File: config.mk
export PLATFORM = sky130hd
export DESIGN_NAME = piano_key_ctrl
export DESIGN_NICKNAME = d
export VERILOG_FILES = /design/src/rtl/piano_key_ctrl.sv
export SDC_FILE = /design/constraint.sdc
export NUM_CORES = 1
export LEC_CHECK = 0
export BUFFER_PORTS_ARGS = -buffer_cell sky130_fd_sc_hd__buf_2
export CORE_MARGIN = 4
export CORE_UTILIZATION = 25
export CTS_CLUSTER_SIZE = 20
export DETAILED_ROUTE_END_ITERATION = 12
export HOLD_SLACK_MARGIN = 0.02
export PLACE_DENSITY = 0.43
export SYNTH_ARGS = -nofsm -noshare
export SYNTH_HDL_FRONTEND = slang
export SYNTH_SLANG_ARGS = --single-unit
File: constraint.sdc
create_clock -name clk_in -period 2.4 [get_ports clk_in]
set_input_delay 0.72 -clock clk_in [delete_from_list [all_inputs] [get_ports clk_in]]
set_output_delay 0.72 -clock clk_in [all_outputs]
set_load 0.05 [all_outputs]
File: src/rtl/piano_key_ctrl.sv
// Piano key front end: sync, debounce, last-pressed-wins arbitration
// and a minimum note length for the note-frequency divider.
`timescale 1ns/1ps
module piano_key_ctrl #(
    parameter int unsigned DEB_CYCLES  = 500000,
    parameter int unsigned HOLD_CYCLES = 2500000
) (
    input  logic       clk_in,
    input  logic       rst_n,
    input  logic [7:0] keys,
    output logic [2:0] scaler,
    output logic       note_on,
    output logic [7:0] active_key
);

    typedef enum logic [1:0] {IDLE, PLAY, TAIL} state_t;

    localparam logic [19:0] TICK_LAST = 20'(DEB_CYCLES - 1);
    localparam logic [21:0] HOLD_LOAD = 22'(HOLD_CYCLES - 1);

    state_t      state, state_n;
    logic [7:0]  sync1, sync2, samp, deb, deb_q;
    logic [19:0] tick_cnt;
    logic        tick;
    logic [21:0] hold_cnt, hold_n;
    logic [2:0]  cur_n;
    logic [7:0]  press;
    logic        rel;
    logic        note_on_n;
    logic [7:0]  active_n;

    function automatic logic [2:0] top_idx(input logic [7:0] v);
        logic [2:0] idx;
        idx = 3'd0;
        for (int i = 0; i < 8; i++)
            if (v[i]) idx = i[2:0];
        return idx;
    endfunction

    assign tick  = (tick_cnt == TICK_LAST);
    assign press = deb & ~deb_q;
    assign rel   = deb_q[scaler] & ~deb[scaler];

    // Two-flop synchroniser on the raw key levels
    always_ff @(posedge clk_in or negedge rst_n) begin
        if (!rst_n) begin
            sync1 <= '0;
            sync2 <= '0;
        end else begin
            sync1 <= keys;
            sync2 <= sync1;
        end
    end

    // Free-running debounce sample timer
    always_ff @(posedge clk_in or negedge rst_n) begin
        if (!rst_n) tick_cnt <= '0;
        else        tick_cnt <= tick ? '0 : tick_cnt + 20'd1;
    end

    // Accept a level only when it matches the previous tick's sample
    always_ff @(posedge clk_in or negedge rst_n) begin
        if (!rst_n) begin
            samp <= '0;
            deb  <= '0;
        end else if (tick) begin
            samp <= sync2;
            deb  <= (~(samp ^ sync2) & sync2) | ((samp ^ sync2) & deb);
        end
    end

    // Previous debounced vector for edge detection
    always_ff @(posedge clk_in or negedge rst_n) begin
        if (!rst_n) deb_q <= '0;
        else        deb_q <= deb;
    end

    // Arbitration and note-length FSM; scaler doubles as the current key
    always_comb begin
        state_n = state;
        cur_n   = scaler;
        hold_n  = (hold_cnt == '0) ? '0 : hold_cnt - 22'd1;
        unique case (state)
            IDLE: begin
                if (|press) begin
                    state_n = PLAY;
                    cur_n   = top_idx(press);
                    hold_n  = HOLD_LOAD;
                end
            end
            PLAY: begin
                if (|press) begin
                    cur_n  = top_idx(press);
                    hold_n = HOLD_LOAD;
                end else if (rel) begin
                    if (|deb) begin
                        cur_n  = top_idx(deb);
                        hold_n = HOLD_LOAD;
                    end else if (hold_cnt == '0) begin
                        state_n = IDLE;
                    end else begin
                        state_n = TAIL;
                    end
                end
            end
            TAIL: begin
                if (|press) begin
                    state_n = PLAY;
                    cur_n   = top_idx(press);
                    hold_n  = HOLD_LOAD;
                end else if (hold_cnt == '0) begin
                    state_n = IDLE;
                end
            end
            default: state_n = IDLE;
        endcase
        note_on_n = (state_n != IDLE);
        active_n  = note_on_n ? (8'b1 << cur_n) : 8'b0;
    end

    // State, hold timer and registered outputs
    always_ff @(posedge clk_in or negedge rst_n) begin
        if (!rst_n) begin
            state      <= IDLE;
            hold_cnt   <= '0;
            scaler     <= '0;
            note_on    <= 1'b0;
            active_key <= '0;
        end else begin
            state      <= state_n;
            hold_cnt   <= hold_n;
            scaler     <= cur_n;
            note_on    <= note_on_n;
            active_key <= active_n;
        end
    end

endmodule
==> impl_results.md <==
* Starting density of the core at 25.5%
* Area enclosed by the die boundary at roughly 19,000 sq um
* Number of hold buffers added after cts at 0
* Detailed-route wire length per cell at between 10 and 15 um
* Filler cells at around 1,700
* Vias in the first global route at 2,853
* Post-synth top area cell: dfrtp_1
* Placed Instances at around 640
* Post-synthesis net count at just under 400
* Post-Route Utilization at between 30% and 40%
* Non-Filler Instances at between 600 and 700
* Proportion of layout cells with a drive suffix above 1 at between 10% and 20%
* Syn Inst Count at ~390
* Crit path setup slack, layout at about 0.12 ns
* Startpoint type of the worst setup path: flip-flop
* Buffer cell driving the clock tree root: clkbuf_16
* Worst hold path class: input port to async pin
* Worst slew margin relative to its limit at 63.9%
* Leakage power at roughly 2.4 nW
* Detailed-route DRC error count at 0
* Number of storage elements in the synthesis netlist at 96
* Commonest cells after routing, fill and taps aside: 92 x dfrtp_1, 51 x nor2_1, 23 x xnor2_1
* Total clock buffers created by CTS at 9
* Maximum fanout along the worst path at 9
* Die width at roughly 140 um
* Global route total overflow at 0
* Pin count of the biggest net entering global routing at 40
* Vias/cell at 4.35
* Setup Viol. Count Final at 0
* Async set-or-reset flop fraction in the synthesized netlist at 100%
* Number of ports placed on the die boundary at 22
* Post-layout nets at ~440
* Max Clock Skew at 0.00696 ns
* Critical Path Most Common Cell: mux2i_1
* Core box area at 16,600 sq um
* Antenna violations before repair at 0
* Standard cell with the maximum stage delay on the critical path: mux4_2
* Maximum single-stage delay on the critical path at slightly above 0.5 ns
* Worst-Skew Late Latency at ~0.35 ns
* Peak Freq at ~440 MHz
* CTS HTree Levels at 3
* Worst Reg2Reg Path Length in Cells at 7
* Distinct cell type count of the synthesized netlist at between 50 and 60
* Total Negative Setup Slacks at 0 ns
* Internal power of the cells at between 2 and 2.5 mW
* Relative contribution of combinational cells to total power at roughly 1.6%
* Capture instance of the worst register-to-register path: active_key[7]$_DFF_PN0_
* Final worst-path cycle share at about 95%
* Final Hold Fails at 0
* Max capacitance violation total at 0
* Routability congestion estimate from global placement at a little over 0.8
* Start-to-end type of the worst setup path: flip-flop to flip-flop
* Sw frac at 22.9%
* Seq pwr share at between 50 and 60%
* Max-slew violation count at 0
* IR drop worst, VDD at ~0.00033 V
* Buffers on Ports at 21
* Clock transition at the registers of the reported paths at ~0.07 ns
* Setup fix buffers added after clock tree synthesis at 0
* Cell area after synthesis at about 4200 sq um
* Reg2reg setup slack at 0.12 ns
* Worst path required time at 2.64 ns
* Actual transition at the worst max-transition pin at ~0.54 ns
* Half-perimeter wire length after placement at a little under 6000 um
* Post-synthesis sequential area ratio at 56.6%
* Synth warn at 0
* TritonCTS sink count at between 90 and 100
* Commonest non-fill, non-tap cell in the layout: dfrtp_1
* Summed area of non-filler cells in the final layout at roughly 5100 sq um
* Routed WL at around 8300 um
* Data arrival time at the worst-slack endpoint at around 2.5 ns
* Power per unit of standard cell area at approximately 600 nW/um^2
* Number of optimization iterations in the first detailed-route pass at 4
* Most area-consuming cells after synthesis: dfrtp_1 57%, xnor2_1 4.7%, nor2_1 4.5%, nand2b_1 3.1%, a21oi_1 2.6%
* Number of design-rule violations left by the first detailed-router iteration at 159
* Most common flop cell mapped by yosys: dfrtp_1
* Capturing element type of the critical path: flip-flop
* Outcome: complete, no violations
* Die span in y at about 140 um
* Area share of the largest cell type after synthesis at between 50% and 60%
* Antenna fix cells at 0
* Switch Pwr at approximately 0.71 mW
* Worst slack, placed at between 0.1 and 0.15 ns
* First-pass GRT wire length at roughly 14,000 um
* TritonCTS clock tree: built
* EDFF count, synth at 0
* Total routing usage reported by global routing at under 10%
* Via count at 2,835
* Critical-path cell list: nand2b_1 -> mux4_2 -> mux2i_1 -> nand2_1 -> mux2i_1 -> a221o_2 -> nor2b_1
* Syn avg cell area at 11.0 sq um
* Tmin final at about 2.3 ns
* Number of cell rows at 47
* Remaining number of nets flagged by the antenna check after routing at 0
* Worst-case clock buffer depth at 2
* Area growth from synthesis to final layout at 19.3%
* Clock network power share at a little under half
* Post-DP Area at 4740 sq um
-- cells in the mapped netlist (2+ instances only) --
master	n
buf_2	2
clkbuf_1	4
nand2b_1	21
ha_1	2
o31ai_1	2
and2b_1	3
mux4_2	2
nor2b_1	13
dfrtp_1	96
xor2_1	11
mux2i_1	3
mux2_2	8
nor2_1	51
and3_1	5
nor4_4	3
inv_2	2
nand4_1	5
a21oi_1	22
and2_1	3
nor3_2	2
nor3_1	14
nand3_1	13
inv_1	6
nor4_1	6
o41ai_1	2
xnor2_1	23
nand3b_1	2
nand2_1	18
buf_1	2
or3_1	2
o21ai_0	15
nor4b_1	2
-- worst max-delay path, delay by kind of cell (launching register included) --
family	cells	cell delay, ns
muxes	3	0.87
and+or+nand+nor	3	0.43
AOI/OAI and AO/OA	1	0.42
DFF	1	0.45
-- power groups by stage --
stage / Combinational (mW) / Sequential (mW) / Clock, mW
2_1_floorplan: 0.00305 / 1.67 / 0
3_3_place_gp: 0.0538 / 1.67 / 0
3_5_place_dp: 0.0546 / 1.67 / 0
4_1_cts: 0.0550 / 1.63 / 1.50
5_1_grt: 0.0609 / 1.64 / 1.56
6_report: 0.0507 / 1.64 / 1.43
-- through the flow --
stage          hold WS [ns]  total power [mW]
3_5_place_dp          0.335              1.72
6_report              0.347              3.12
5_1_grt               0.357              3.26
2_1_floorplan         0.331              1.67
3_3_place_gp          0.334              1.72
4_1_cts               0.350              3.19
-- routing by layer --
metal / routed length, um / GRT usage, % / up-vias
met5: 0 / 0 / -
met4: 157 / 4.52 / 0
met3: 258 / 2.21 / 10
met2: 3690 / 13.4 / 36
met1: 4190 / 13.1 / 1371
li1: - / - / 1418
-- cell families (layout without fill, tap and decap cells) --
kind of cell | Yosys count | after routing | synth area share (%)
AOI/OAI and AO/OA | 55 | 55 | 8.04
xor gates and xnor gates | 34 | 34 | 7.01
adders and majority gates | 2 | 2 | 0.589
buffers and inverters | 16 | 62 | 1.47
DFF | 96 | 96 | 56.6
muxes | 14 | 14 | 4.24
and+or+nand+nor | 168 | 168 | 22.1
-- how the worst max path moves through the flow --
| stage | startpoint | depth (start not counted) | to | slack (ns) |
|---|---|---|---|---|
| floorplan | scaler[1]$_DFF_PN0_ | 8 | active_key[1]$_DFF_PN0_ | 0.07 |
| global placement | flip-flop | 7 | active_key[5]$_DFF_PN0_ | 0.14 |
| detailed placement | flip-flop | 7 | active_key[7]$_DFF_PN0_ | 0.13 |
| CTS | flip-flop | 7 | active_key[7]$_DFF_PN0_ | 0.11 |
| global route | flip-flop | 7 | active_key[5]$_DFF_PN0_ | -0.0005 |
| finish | flip-flop | 7 | active_key[7]$_DFF_PN0_ | 0.12 |
-- registers in the layout, summed over array words and instances, names as in the netlist, named ones only --
register,count
active_key,8
deb_q,8
hold_cnt,22
note_on,1
samp,8
scaler,3
state,2
sync1,8
sync2,8
tick_cnt,20
-- what timing repair did --
item                                   CTS  global route
setup endpoints to repair                0             9
resized for setup                        0             8
endpoints found under the hold margin    0             0
-- area by class of cell --
cell class              count  area, sq um  area share [%]
well taps                 220          275            5.43
inverters                   8         30.0           0.592
clock inverters             6         60.1            1.18
repair buffers             38          248            4.89
multi-input cells         273         1810            35.7
flip-flops and latches     96         2410            47.5
clock buffers              10          239            4.71
Power figures use the tool's default switching activity.
